## src/rtl/ifu.sv

```systemverilog
// ifu: RV64 instruction fetch unit. Fetches one 32-bit instruction per
// 64-bit memory access, buffers results in a small FIFO and handles redirects.
// Ports: clk, rst_n (async, active-low); imem_req_* fetch request channel;
// imem_resp_* response channel; redirect_* from execute; inst_* to decode.
// Optional build macro IFU_PERF_EN adds perf_fetch_cnt / perf_flush_cnt.
module ifu #(
  parameter logic [63:0] RESET_PC   = 64'h0000000080000000,
  parameter int          FIFO_DEPTH = 2
) (
  input  logic        clk,
  input  logic        rst_n,
  output logic        imem_req_valid,
  input  logic        imem_req_ready,
  output logic [63:0] imem_req_addr,
  input  logic        imem_resp_valid,
  input  logic [63:0] imem_resp_data,
  input  logic        redirect_valid,
  input  logic [63:0] redirect_pc,
  output logic        inst_valid,
  input  logic        inst_ready,
  output logic [31:0] inst,
  output logic [63:0] inst_pc
`ifdef IFU_PERF_EN
  ,
  output logic [63:0] perf_fetch_cnt,
  output logic [63:0] perf_flush_cnt
`endif
);

  localparam int PW = $clog2(FIFO_DEPTH);
  localparam logic [PW:0] DEPTH_C = (PW+1)'(FIFO_DEPTH);

  typedef enum logic [1:0] {
    S_IDLE,
    S_REQ,
    S_WAIT,
    S_DISC
  } state_t;

  state_t        r_state;
  state_t        w_state_nxt;
  logic [63:0]   r_fetch_pc;
  logic [63:0]   r_req_pc;
  logic [PW-1:0] r_wptr;
  logic [PW-1:0] r_rptr;
  logic [PW:0]   r_cnt;
  logic [31:0]   r_mem_inst [FIFO_DEPTH];
  logic [63:0]   r_mem_pc   [FIFO_DEPTH];

  logic          w_acc;
  logic          w_push;
  logic          w_pop;
  logic [31:0]   w_half;

  assign imem_req_valid = (r_state == S_REQ) && (r_cnt < DEPTH_C);
  assign imem_req_addr  = {r_fetch_pc[63:3], 3'b000};
  assign w_acc  = imem_req_valid & imem_req_ready;
  assign w_push = (r_state == S_WAIT) & imem_resp_valid & ~redirect_valid;
  assign w_pop  = inst_valid & inst_ready;
  assign w_half = r_req_pc[2] ? imem_resp_data[63:32]
                              : imem_resp_data[31:0];

  assign inst_valid = (r_cnt != '0);
  assign inst       = inst_valid ? r_mem_inst[r_rptr] : 32'd0;
  assign inst_pc    = inst_valid ? r_mem_pc[r_rptr]   : 64'd0;

  always_ff @(posedge clk or negedge rst_n) begin
    if (!rst_n) r_state <= S_IDLE;
    else        r_state <= w_state_nxt;
  end

  always_comb begin
    w_state_nxt = r_state;
    unique case (r_state)
      S_IDLE: w_state_nxt = S_REQ;
      S_REQ: begin
        if (w_acc)
          w_state_nxt = redirect_valid ? S_DISC : S_WAIT;
      end
      S_WAIT: begin
        if (redirect_valid)
          w_state_nxt = imem_resp_valid ? S_REQ : S_DISC;
        else if (imem_resp_valid)
          w_state_nxt = S_REQ;
      end
      // The stale response retires DISCARD; a redirect while still
      // waiting for it only retargets fetch_pc.
      S_DISC: begin
        if (imem_resp_valid) w_state_nxt = S_REQ;
      end
      default: w_state_nxt = S_IDLE;
    endcase
  end

  always_ff @(posedge clk or negedge rst_n) begin
    if (!rst_n) begin
      r_fetch_pc <= RESET_PC;
      r_req_pc   <= RESET_PC;
      r_wptr     <= '0;
      r_rptr     <= '0;
      r_cnt      <= '0;
    end else begin
      if (redirect_valid)
        r_fetch_pc <= {redirect_pc[63:2], 2'b00};
      else if (w_push)
        r_fetch_pc <= r_req_pc + 64'd4;
      if (w_acc)
        r_req_pc <= r_fetch_pc;
      if (redirect_valid) begin
        r_wptr <= '0;
        r_rptr <= '0;
        r_cnt  <= '0;
      end else begin
        if (w_push) r_wptr <= r_wptr + 1'b1;
        if (w_pop)  r_rptr <= r_rptr + 1'b1;
        unique case ({w_push, w_pop})
          2'b10:   r_cnt <= r_cnt + 1'b1;
          2'b01:   r_cnt <= r_cnt - 1'b1;
          default: r_cnt <= r_cnt;
        endcase
      end
    end
  end

  // Storage needs no reset: entries are only visible when counted.
  always_ff @(posedge clk) begin
    if (w_push) begin
      r_mem_inst[r_wptr] <= w_half;
      r_mem_pc[r_wptr]   <= r_req_pc;
    end
  end

`ifdef IFU_PERF_EN
  always_ff @(posedge clk or negedge rst_n) begin
    if (!rst_n) begin
      perf_fetch_cnt <= 64'd0;
      perf_flush_cnt <= 64'd0;
    end else begin
      if (w_push)         perf_fetch_cnt <= perf_fetch_cnt + 64'd1;
      if (redirect_valid) perf_flush_cnt <= perf_flush_cnt + 64'd1;
    end
  end
`endif

endmodule

```

## config.mk

```make
export PLATFORM = sky130hd
export DESIGN_NAME = ifu
export DESIGN_NICKNAME = d
export VERILOG_FILES = /design/src/rtl/ifu.sv
export SDC_FILE = /design/constraint.sdc
export NUM_CORES = 1
export LEC_CHECK = 0
export BUFFER_PORTS_ARGS = -buffer_cell sky130_fd_sc_hd__buf_2
export CORE_MARGIN = 2
export CORE_UTILIZATION = 60
export CTS_CLUSTER_SIZE = 12
export DETAILED_ROUTE_END_ITERATION = 16
export PLACE_DENSITY = 0.88
export SLEW_MARGIN = 5
export SYNTH_ARGS = -nofsm -noshare
export SYNTH_HDL_FRONTEND = slang
export SYNTH_SLANG_ARGS = --single-unit
export TNS_END_PERCENT = 10
```

## constraint.sdc

```tcl
create_clock -name clk -period 11.9 [get_ports clk]
set_input_delay 0.595 -clock clk [delete_from_list [all_inputs] [get_ports clk]]
set_output_delay 0.595 -clock clk [all_outputs]
set_load 0.01 [all_outputs]
```

==> impl_metrics.toml <==
[clock_network]
cts_buffers = 34
clockBufferDepth = 3
cts_resized = 0
h-tree-depth = 2
clkSinkCount = 326
clk_latency_ps = 510
clockRootBuffer = "clkbuf_16"
cts_tree = "built"
cts_setup_buffers = 0
clkTransAtPathRegs_ps = 60
cts_hold_buf = 0

[finish]
drive_gt1_share_pct = 32.2
final_cells = 1736
nets = 1520
final_common_cell = "buf_2"
final_area_mm2 = 0.0171
syn_to_final_growth_pct = 15.3
layout_common_cells = "buf_2, edfxtp_1, nor2_1"

[synth]
syn_area_per_cell_um2 = 12.6
ys.flop_type = "edfxtp_1"
ys_types = 47
synthCells = 1179
synth-edff-count = 192
ys_warn_count = 0
synth_area_mm2 = 0.0149
ys_ff_latch = 326
synth-async-reset-ratio_pct = 41.1
seq_area_frac_synth_pct = 61.4

[place]
dp_hpwl_mm = 22.1
port_buffers = 290
dp_slack_ps = 8550
dpl_cell_area_mm2 = 0.0161
gp_congestion = 0.810
place_inst = 1673

[flow_run]
max_cap_violations = 0

[die]
die_y_um = 161
initial_core_util_pct = 61.1
num_rows = 57
die_x_um = 161
core_mm2 = 0.0243
die_area_mm2 = 0.0260
ios = 296

[pwr]
power_density_mw_per_mm2 = 177
leakagePower_nw = 6.83
ir_worst_vdd_v = 0.000145

[timing]
post-route-period-util_pct = 30.0
fmax_mhz = 280
setup_slack_ps = 8330
min_period_ps = 3570
tns_ps = 0
maxSlewHeadroom_pct = 32.6
worst_pin_slew_ps = 1010
slew_viol_final = 0
holdWs_ps = 67.2
fin_worst_skew_ps = 18.2
hold_viol = 0
setup_viol = 0
grt_setup_unrepaired = "no"

[setup_path]
path_class = "register to output pin"
r2r_end = "r_fetch_pc[46]$_DFFE_PN0P_"
r2r_start = "r_req_pc[10]$_DFFE_PN0P_"
r2r_slack_ps = 8620
path_cells = "buf_4, mux2i_1, nor2_1, buf_2"
required_ps = 11310
reg2reg_depth = 6
endpoint = "inst_pc[63]"
cpPeakStageDelay_ps = 1020
cp-start-kind = "register"
cp_slowest_cell = "dfrtp_4"
cp_data_arrival_time_ps = 2970
cp_max_fo = 51
cp-end-kind = "output pin"
worstSetupStartpoint = "r_rptr$_DFFE_PN0P_"

[detailed_routing]
drt-initial-drc-count = 953
wl_mm = 34.8
ant_nets = 0
top_layer_used = "met5"
drt_pass1_iterations = 5
wl_met3_mm = 2.84
vias = 10100
routedWlPerCell_um = 20.0
wl_met1_mm = 14.3
drc = 0
met2_length_mm = 16.7
viasPerCell = 5.82

[global_routing]
grt_pass1_wl_mm = 53.4
track_usage_pct = 26.3
grt_overflow = 0
antenna_found_initial = 2
grt_max_degree = 90
grt_pass1_vias = 9827

[status]
status = "finished, final reports clean"

[min_path]
hold_path_class = "input port to asynchronous set/reset pin"
metrics by stage:
step | power, W | utilization (%)
floorplan | 0.00189 | -
global placement | 0.00201 | 66.1
detailed placement | 0.00205 | 66.1
CTS | 0.00304 | 70.4
global route | 0.00315 | 70.4
finish | 0.00304 | 70.4
logic make-up after synthesis:
| group | Yosys count | share of synthesized area (%) |
|---|---|---|
| other cells | 1 | 0.0252 |
| buf+inv | 139 | 5.22 |
| flops | 326 | 61.4 |
| compound gates | 103 | 4.29 |
| mux | 198 | 14.1 |
| simple gates | 353 | 11.5 |
| fa+ha+maj | 1 | 0.0842 |
| xor+xnor | 58 | 3.42 |
worst max-delay path: cells and delay by family (launching register included):
| family | cells | cell delay (ps) |
|---|---|---|
| muxes | 1 | 350 |
| buffers and inverters | 2 | 990 |
| DFF | 1 | 1020 |
| and+or+nand+nor | 1 | 70 |
area by class of cell:
cell class,instances,area (um2)
Antenna cell,1,2.50
Clock buffer,58,1020
Clock inverter,4,17.5
Fill cell,1613,7190
Inverter,7,26.3
Multi-Input combinational cell,716,4990
Sequential cell,326,9130
Tap cell,324,405
Timing Repair Buffer,300,1540
cells in the mapped netlist (12+ instances only):
master | n | area [um2]
mux2i_1 | 106 | 1060
buf_4 | 65 | 488
nor3b_1 | 12 | 90.1
mux2_2 | 92 | 1040
nand4_1 | 15 | 93.8
and3_1 | 16 | 100
xor2_1 | 23 | 201
nand3_1 | 33 | 165
dfrtp_1 | 132 | 3300
a21oi_1 | 28 | 140
xnor2_1 | 35 | 307
edfxtp_1 | 192 | 5770
o21ai_0 | 40 | 200
nor2_1 | 134 | 503
nand2_1 | 95 | 357
clkbuf_1 | 44 | 165
buf_1 | 20 | 75.1
o221ai_1 | 21 | 184
how the worst min path moves through the flow:
stage | start | endpoint | slack, ps
floorplan | rst_n | r_cnt[0]$_DFFE_PN0P_ | 300
finish | rst_n | r_req_pc[38]$_DFFE_PN0P_ | 70
global route | rst_n | r_req_pc[36]$_DFFE_PN0P_ | 140
CTS | rst_n | r_req_pc[36]$_DFFE_PN0P_ | 110
global placement | r_req_pc[1]$_DFFE_PN0P_ | r_mem_pc[0][1]$_DFFE_PP_ | 470
detailed placement | r_req_pc[0]$_DFFE_PN0P_ | r_mem_pc[0][0]$_DFFE_PP_ | 480
where the power goes:
part	internal (W)	switching, W	total, W
sequential	0.00139	0.000196	0.00158
clock	0.000585	0.000412	0.000997
combinational	0.000232	0.000224	0.000456
total	0.00220	0.000832	0.00304
flip-flops by register name, summed over array words and instances, names as in the netlist:
register	count
r_wptr	1
r_fetch_pc	64
r_req_pc	64
r_state	2
r_rptr	1
r_mem_pc	128
r_mem_inst	64
r_cnt	2
layer usage:
layer / vias up / GRT usage [%]
met5: - / 0
met4: 4 / 8.52
met3: 71 / 5.57
met2: 497 / 43.0
met1: 4940 / 35.5
li1: 4594 / -
Power figures use the tool's default switching activity.
